$ cat src/rtl/zpu_defines.sv
// ZPU ALU opcode definitions shared by the ALU, its arbiter and anything that drives them.
`ifndef ZPU_DEFINES_SV
`define ZPU_DEFINES_SV

`define ALU_OP_WIDTH 4
`define ALU_NOP      4'h0
`define ALU_PLUS     4'h1
`define ALU_AND      4'h2
`define ALU_OR       4'h3
`define ALU_XOR      4'h4
`define ALU_SUB      4'h5

`endif

$ cat src/rtl/zpu_alu_arb_pkg.sv
// Shared types and constants for the ZPU ALU arbiter (state enum, requester id, counter width).
`include "zpu_defines.sv"

package zpu_alu_arb_pkg;

  typedef enum logic [1:0] {
    ST_IDLE    = 2'd0,
    ST_RUN     = 2'd1,
    ST_RESP    = 2'd2,
    ST_RECOVER = 2'd3
  } arb_state_e;

  typedef logic req_id_t;

  // Wide enough for TIMEOUT_CYC up to 255.
  localparam int unsigned CNT_W  = 8;
  localparam int unsigned DATA_W = 32;
  localparam int unsigned NOP_W  = `ALU_OP_WIDTH;
  localparam logic [NOP_W-1:0] OP_NOP = `ALU_NOP;

endpackage

$ cat src/rtl/zpu_rr_arbiter.sv
// Two-way grant logic. Round-robin when ALU_ARB_RR_EN is defined, else fixed priority to requester 0.
module zpu_rr_arbiter (
`ifdef ALU_ARB_RR_EN
  input  logic       clk,
  input  logic       rst,
  input  logic       accept_i,
`endif
  input  logic [1:0] valid_i,
  output logic [1:0] grant_c_o
);

`ifdef ALU_ARB_RR_EN
  // prio_q names the requester that wins a tie; it flips to the loser on each handshake.
  logic prio_q;
  logic prio_d;

  always_ff @(posedge clk or posedge rst) begin
    if (rst) prio_q <= 1'b0;
    else     prio_q <= prio_d;
  end

  always_comb begin
    grant_c_o = valid_i;
    if (valid_i == 2'b11) grant_c_o = prio_q ? 2'b10 : 2'b01;
    prio_d = prio_q;
    if (accept_i) prio_d = grant_c_o[0];
  end
`else
  always_comb begin
    grant_c_o = {valid_i[1] & ~valid_i[0], valid_i[0]};
  end
`endif

endmodule

$ cat src/rtl/zpu_alu_arb.sv
// Shares one ZPU ALU between two requesters: IDLE -> RUN -> RESP -> RECOVER.
// Define ALU_ARB_RR_EN for round-robin arbitration; default is fixed priority to requester 0.
`include "zpu_defines.sv"

module zpu_alu_arb
  import zpu_alu_arb_pkg::*;
#(
  parameter int unsigned OP_W        = `ALU_OP_WIDTH,
  parameter int unsigned TIMEOUT_CYC = 63
) (
  input  logic              clk,
  input  logic              reset,
  input  logic              req0_valid,
  output logic              req0_ready,
  input  logic [OP_W-1:0]   req0_op,
  input  logic [DATA_W-1:0] req0_a,
  input  logic [DATA_W-1:0] req0_b,
  input  logic              req0_idim,
  input  logic              req1_valid,
  output logic              req1_ready,
  input  logic [OP_W-1:0]   req1_op,
  input  logic [DATA_W-1:0] req1_a,
  input  logic [DATA_W-1:0] req1_b,
  input  logic              req1_idim,
  output logic              rsp0_valid,
  output logic [DATA_W-1:0] rsp0_r,
  output logic              rsp0_err,
  output logic              rsp1_valid,
  output logic [DATA_W-1:0] rsp1_r,
  output logic              rsp1_err,
  output logic [DATA_W-1:0] alu_a,
  output logic [DATA_W-1:0] alu_b,
  output logic [OP_W-1:0]   alu_op,
  output logic              flag_idim,
  input  logic [DATA_W-1:0] alu_r,
  input  logic              alu_done
);

  arb_state_e              state_q, state_d;
  req_id_t                 id_q, id_d;
  logic [CNT_W-1:0]        cnt_q, cnt_d;
  logic [OP_W-1:0]         op_q, op_d;
  logic [DATA_W-1:0]       a_q, a_d, b_q, b_d;
  logic                    idim_q, idim_d;
  logic [1:0]              rsp_valid_q, rsp_valid_d;
  logic [1:0]              rsp_err_q, rsp_err_d;
  logic [1:0][DATA_W-1:0]  rsp_r_q, rsp_r_d;
  logic [1:0]              grant_c, ready_c;
  logic                    hs_c;

  // Ready only in IDLE and never while reset is held.
  assign ready_c = grant_c & {2{(state_q == ST_IDLE) && !reset}};
  assign hs_c    = |(ready_c & {req1_valid, req0_valid});

  zpu_rr_arbiter u_arb (
`ifdef ALU_ARB_RR_EN
    .clk       (clk),
    .rst       (reset),
    .accept_i  (hs_c),
`endif
    .valid_i   ({req1_valid, req0_valid}),
    .grant_c_o (grant_c)
  );

  always_ff @(posedge clk or posedge reset) begin
    if (reset) begin
      state_q     <= ST_IDLE;
      id_q        <= 1'b0;
      cnt_q       <= '0;
      op_q        <= OP_W'(OP_NOP);
      a_q         <= '0;
      b_q         <= '0;
      idim_q      <= 1'b0;
      rsp_valid_q <= '0;
      rsp_err_q   <= '0;
      rsp_r_q     <= '0;
    end else begin
      state_q     <= state_d;
      id_q        <= id_d;
      cnt_q       <= cnt_d;
      op_q        <= op_d;
      a_q         <= a_d;
      b_q         <= b_d;
      idim_q      <= idim_d;
      rsp_valid_q <= rsp_valid_d;
      rsp_err_q   <= rsp_err_d;
      rsp_r_q     <= rsp_r_d;
    end
  end

  // ALU drive defaults to NOP/zero; only a RUN state holds the captured payload.
  always_comb begin
    state_d     = state_q;
    id_d        = id_q;
    cnt_d       = cnt_q;
    op_d        = OP_W'(OP_NOP);
    a_d         = '0;
    b_d         = '0;
    idim_d      = 1'b0;
    rsp_valid_d = '0;
    rsp_err_d   = '0;
    rsp_r_d     = '0;
    unique case (state_q)
      ST_IDLE: begin
        if (hs_c) begin
          state_d = ST_RUN;
          id_d    = ready_c[1];
          cnt_d   = CNT_W'(1);
          op_d    = ready_c[1] ? req1_op   : req0_op;
          a_d     = ready_c[1] ? req1_a    : req0_a;
          b_d     = ready_c[1] ? req1_b    : req0_b;
          idim_d  = ready_c[1] ? req1_idim : req0_idim;
        end
      end
      ST_RUN: begin
        if (alu_done) begin
          state_d              = ST_RESP;
          cnt_d                = '0;
          rsp_valid_d[id_q]    = 1'b1;
          rsp_r_d[id_q]        = alu_r;
        end else if (cnt_q == CNT_W'(TIMEOUT_CYC)) begin
          state_d              = ST_RESP;
          cnt_d                = '0;
          rsp_valid_d[id_q]    = 1'b1;
          rsp_err_d[id_q]      = 1'b1;
        end else begin
          cnt_d  = cnt_q + CNT_W'(1);
          op_d   = op_q;
          a_d    = a_q;
          b_d    = b_q;
          idim_d = idim_q;
        end
      end
      ST_RESP:    state_d = ST_RECOVER;
      ST_RECOVER: state_d = ST_IDLE;
      default:    state_d = ST_IDLE;
    endcase
  end

  assign req0_ready = ready_c[0];
  assign req1_ready = ready_c[1];
  assign rsp0_valid = rsp_valid_q[0];
  assign rsp1_valid = rsp_valid_q[1];
  assign rsp0_r     = rsp_r_q[0];
  assign rsp1_r     = rsp_r_q[1];
  assign rsp0_err   = rsp_err_q[0];
  assign rsp1_err   = rsp_err_q[1];
  assign alu_op     = op_q;
  assign alu_a      = a_q;
  assign alu_b      = b_q;
  assign flag_idim  = idim_q;

endmodule

$ cat config.mk
export PLATFORM = sky130hd
export DESIGN_NAME = zpu_alu_arb
export DESIGN_NICKNAME = d
export VERILOG_FILES = /design/src/rtl/zpu_alu_arb_pkg.sv /design/src/rtl/zpu_rr_arbiter.sv /design/src/rtl/zpu_alu_arb.sv
export VERILOG_INCLUDE_DIRS = /design/src /design/src/rtl
export SDC_FILE = /design/constraint.sdc
export NUM_CORES = 1
export LEC_CHECK = 0
export BUFFER_PORTS_ARGS = -buffer_cell sky130_fd_sc_hd__buf_2
export CAP_MARGIN = 10
export CORE_MARGIN = 3
export CORE_UTILIZATION = 40
export CTS_BUF_LIST = sky130_fd_sc_hd__clkbuf_4 sky130_fd_sc_hd__clkbuf_8
export CTS_CLUSTER_DIAMETER = 40
export DETAILED_ROUTE_END_ITERATION = 8
export PLACE_DENSITY = 0.79
export SETUP_SLACK_MARGIN = 0.15
export SLEW_MARGIN = 10
export SYNTH_ARGS = -nofsm -noshare
export SYNTH_HDL_FRONTEND = slang
export SYNTH_SLANG_ARGS = --single-unit
$ cat constraint.sdc
create_clock -name clk -period 10.2 [get_ports clk]
set_input_delay 2.04 -clock clk [delete_from_list [all_inputs] [get_ports clk]]
set_output_delay 2.04 -clock clk [all_outputs]
set_load 0.05 [all_outputs]
# Word level (Yosys, flattened, before mapping)

Index checks and enable logic that the tools add are counted.
Widths: inputs -> output; s select.

Register bits: 148
Input bits: 175
Output and inout bits: 139
Logic and storage cells: 71

Add/sub/neg operators: 1
Order comparisons: 2
Equal/unequal tests: 6
Multiplexer cells: 37
Bitwise operators: 5
Reductions and logical operators: 9

Operators by type and width:

| cell                | number |
|---|---|
| $mux 32             | 7 |
| $mux 64             | 2 |
| $pmux 32 s2         | 2 |
| $and 64x64->64      | 1 |
| $demux 32 s1        | 1 |
| $mux 8              | 3 |
| $mux 2              | 8 |
| $mux 4              | 4 |
| $pmux 8 s2          | 1 |
| $add 8x1->8 const B | 1 |
| $eq 8x6->1 const B  | 1 |
| $pmux 2 s4          | 1 |
| $pmux 4 s2          | 1 |
| $reduce_and 2->1    | 3 |
| $mux 1              | 5 |
| $and 2x2->2         | 2 |
| $eq 2x2->1 const B  | 2 |
| $ne 3x3->1 const B  | 1 |
| $eq 2x1->1 const B  | 1 |
| $logic_and 1x1->1   | 2 |
| $logic_not 2->1     | 1 |
| $lt 1x2->1 const B  | 1 |
| $ne 2x2->1 const B  | 1 |
| $pmux 1 s2          | 1 |
| 7 further kinds     | 7 |

# Longest topological paths before layout

Depth after elaboration: 7
Mapped depth: 8
Mapped depth without buffers: 6

# Modules after synthesis

From an unflattened synthesis, not the netlist that was laid out.

Cells, all modules: 554
Area, all modules: 5994.5 um2

Modules (own cells, without submodules):

| module         | times used | cells an instance | area an instance (um2) | seq. area each (um2) |
|---|---|---|---|---|
| zpu_alu_arb    | 1          | 552               | 5973.2                 | 3703.6 |
| zpu_rr_arbiter | 1          | 2                 | 21.3                   | 0.0 |

# Worst setup path after synthesis

OpenSTA, ideal clock, no wires.

Path kind: in2out
Start: input reset
End: output req0_ready
Data arrival time: 6.071 ns
Required time: 8.160 ns
Path slack: 2.089 ns
Stages: 4
Path buffers: 2
Path through: inv_1 -> and3_1 -> buf_2 -> buf_2

Cells in the longest elaborated chain, start to end: 3

RTL lines:

| element                   | line              | text |
|---|---|---|
| start, declared           | zpu_alu_arb.sv:12 | `input logic reset,` |
| $logic_not 1->1 (no line) | n/a               |  |
| $logic_and 1x1->1         | zpu_alu_arb.sv:52 | `assign ready_c = grant_c & {2{(state_q == ST_IDLE) && !reset}};` |
| $and 2x2->2               | zpu_alu_arb.sv:52 |  |
| end, declared             | zpu_alu_arb.sv:14 | `output logic req0_ready,` |

Every way passes these cells.

# Worst setup path in the final report

Same ends and word-level chain as after synthesis.

==> results_dict.tcl <==
set metrics [dict create \
    synth_compound_area_share_pct 18.7 \
    regToRegSetupSlack_ps 7530 \
    syn_area_per_cell_um2 11.6 \
    cts_resized 0 \
    r2r_start "state_q[0]" \
    slew_headroom_pct 22.2 \
    cts.sinks 148 \
    core_um2 15900 \
    viasPerCell 4.84 \
    finClkSkew_ps 13.3 \
    synthXorXnorAreaFrac_pct 0 \
    ys.flop_type "dfrtp_1" \
    maxCapViolCount 0 \
    fp.dieH_um 134 \
    fin_crit_ps 5550 \
    grt_overflow 0 \
    p_comb_share_pct 49.0 \
    dieArea_um2 17800 \
    ys_types 39 \
    peakVddDrop_v 0.000178 \
    startpoint_type "primary input" \
    synthesis.nets 739 \
    synth_top_family_by_area "simple AND/OR/NAND/NOR gates" \
    fin_crit_sh_pct 54.4 \
    first_pass_iters 4 \
    vias 5250 \
    met3WireLength_um 1670 \
    cts_made_buffers 17 \
    cellPowerDensity_nw_per_um2 283 \
    wl_met1_um 6820 \
    synth.cell_area_um2 6510 \
    drt_wl_total_um 17400 \
    cts-hold-fix-buffers 0 \
    clkTransAtPathRegs_ps 90 \
    nNetsFinal 1034 \
    synth_edf_count 0 \
    route.detailed.drc 0 \
    post_cts_buffers 0 \
    yosys.area_share.simple_pct 18.9 \
    io_buffers 313 \
    die_x_um 134 \
    leakage_nw 4.62 \
    worstSetupPathType "in2out" \
    synthMuxAreaShare_pct 0.327 \
    p_sw_mw 1.19 \
    slew_viol_final 0 \
    cp.required_ps 8160 \
    drive_above_1_share_pct 57.7 \
    layout_commonest_cell "buf_2" \
    hold_path.class "reg2reg" \
    p_int_mw 1.22 \
    ant_nets 0 \
    cts_max_level 4 \
    cts_root_buf "clkbuf_8" \
    setup_viol 0 \
    r2r_end "alu_op[2]" \
    endpoint_kind "output port" \
    r2r_cells 6 \
    synthAdderAreaFrac_pct 0.769 \
    p_total_mw 2.41 \
    nFillCells 1420 \
    place_congestion 0.756 \
    hpwlAfterDp_um 12400 \
    ys_seq_elements 148 \
    routedWlPerCell_um 16.1 \
    sw_frac_of_total_pct 49.4 \
    yosysWarnings 0 \
    grtUsageTotal_pct 19.4 \
    fmax_mhz 180 \
    most-common-layout-cells "313 x buf_2, 148 x dfrtp_1, 140 x nor2_1" \
    power_frac_seq_pct 32.9 \
    cts_tree "done" \
    io-pin-count 314 \
    yosysSeqAreaShare_pct 56.9 \
    async_reset_ff_share_pct 100 \
    holdWs_ps 490 \
    met2WireLength_um 8660 \
    rows 46 \
    grt_pass1_wl_um 27500 \
    clk_latency_ps 430 \
    antennaDiodeCount 0 \
    first_iter_violations 205 \
    synth_cells 560 \
    worstHoldPathCells 1 \
    tns_ps 0 \
    highest_layer "met4" \
    hold_viol 0 \
    grt_pass1_vias 5403 \
    area.growth.synth_to_final_pct 30.9 \
    tightest_slew_ps 1160 \
    status "finished clean" \
    cp.arrival_ps 3510 \
    antenna_found_initial 0 \
    rsz0062_at_grt "false" \
    p_clk_share_pct 18.1 \
    crit_path_max_fanout 62 \
    grt_max_degree 89 \
    clockBufferDepth 2 \
    min_to "rsp_valid_q[0]" \
    initial_core_util_pct 41.0 \
    min-delay-start "id_q" \
]
==> Yosys cell counts, types with 2 or more instances <==
library cell    n  area, um2
nor3_1          2       10.0
buf_6           9        101
clkbuf_1        8       30.0
a22o_1          3       26.3
and3_1          4       25.0
nand2b_1        3       18.8
a21oi_1         3       15.0
nand3_1         2       10.0
dfrtp_1       148       3700
nand2_1        37        139
a221oi_2       69       1040
inv_1           4       15.0
ha_1            4       50.1
nor2_2         71        444
o21ai_0         6       30.0
a31o_2          2       17.5
nor2_1        140        526
buf_4           6       45.0
buf_2          17       85.1
buf_1           3       11.3
==> logic make-up (layout without fill, tap and decap cells) <==
family                     count (synthesis)  after routing
and+or+nand+nor                          266            266
AOI/OAI and AO/OA                         93             93
adders and majority gates                  4              4
muxes                                      2              2
buffers and inverters                     47            355
DFF                                      148            148
==> routing by layer <==
layer / vias up / track usage, %
met4: 0 / 5.37
met1: 2507 / 22.3
met2: 210 / 33.8
met5: - / 0
li1: 2513 / -
met3: 20 / 7.70
==> worst max-delay path by stage <==
stage | start | end | slack (ps) | cells after the start
6_report | reset | req0_ready | 4650 | 4
3_3_place_gp | reset | req0_ready | 4620 | 4
5_1_grt | reset | req0_ready | 4510 | 4
4_1_cts | reset | req0_ready | 4600 | 4
2_1_floorplan | reset | req0_ready | 2090 | 4
3_5_place_dp | reset | req0_ready | 4590 | 4
==> metrics by stage <==
| step | util, % | cells | cell area [um2] | setup slack [ps] |
|---|---|---|---|---|
| 2_1_floorplan | - | 560 | 6510 | 2090 |
| 3_3_place_gp | 51.3 | 1052 | 8140 | 4620 |
| 3_5_place_dp | 51.3 | 1052 | 8140 | 4590 |
| 4_1_cts | 53.7 | 1084 | 8520 | 4600 |
| 5_1_grt | 53.7 | 1084 | 8520 | 4510 |
| 6_report | 53.7 | 1084 | 8520 | 4650 |
==> power by group through the flow <==
| stage | combinational, mW | clock [mW] | sequential (mW) |
|---|---|---|---|
| global route | 1.26 | 0.475 | 0.810 |
| CTS | 1.19 | 0.449 | 0.794 |
| finish | 1.18 | 0.437 | 0.793 |
| detailed placement | 1.19 | 0 | 0.803 |
| global placement | 1.18 | 0 | 0.798 |
| floorplan | 0.450 | 0 | 1.27 |
==> critical path, cell delays in order <==
cell    delay [ps]
buf_2          130
inv_6          400
and3_4         560
buf_2          350
==> state kept, by name, summed over array words and instances (netlist names) <==
signal,cells
alu_a,32
alu_b,32
alu_op,4
cnt_q,8
flag_idim,1
id_q,1
rsp0_r,32
rsp1_r,32
rsp_err_q,2
rsp_valid_q,2
state_q,2
==> final cells by class <==
| cell class | count | area (um2) | area share [%] |
|---|---|---|---|
| clock buffers | 20 | 275 | 3.23 |
| clock inverters | 12 | 108 | 1.26 |
| inverters | 4 | 20.0 | 0.235 |
| multi-input cells | 365 | 2540 | 29.8 |
| flip-flops and latches | 148 | 3700 | 43.4 |
| well taps | 216 | 270 | 3.17 |
| repair buffers | 319 | 1610 | 18.9 |
(Power assumes the default switching activity.)
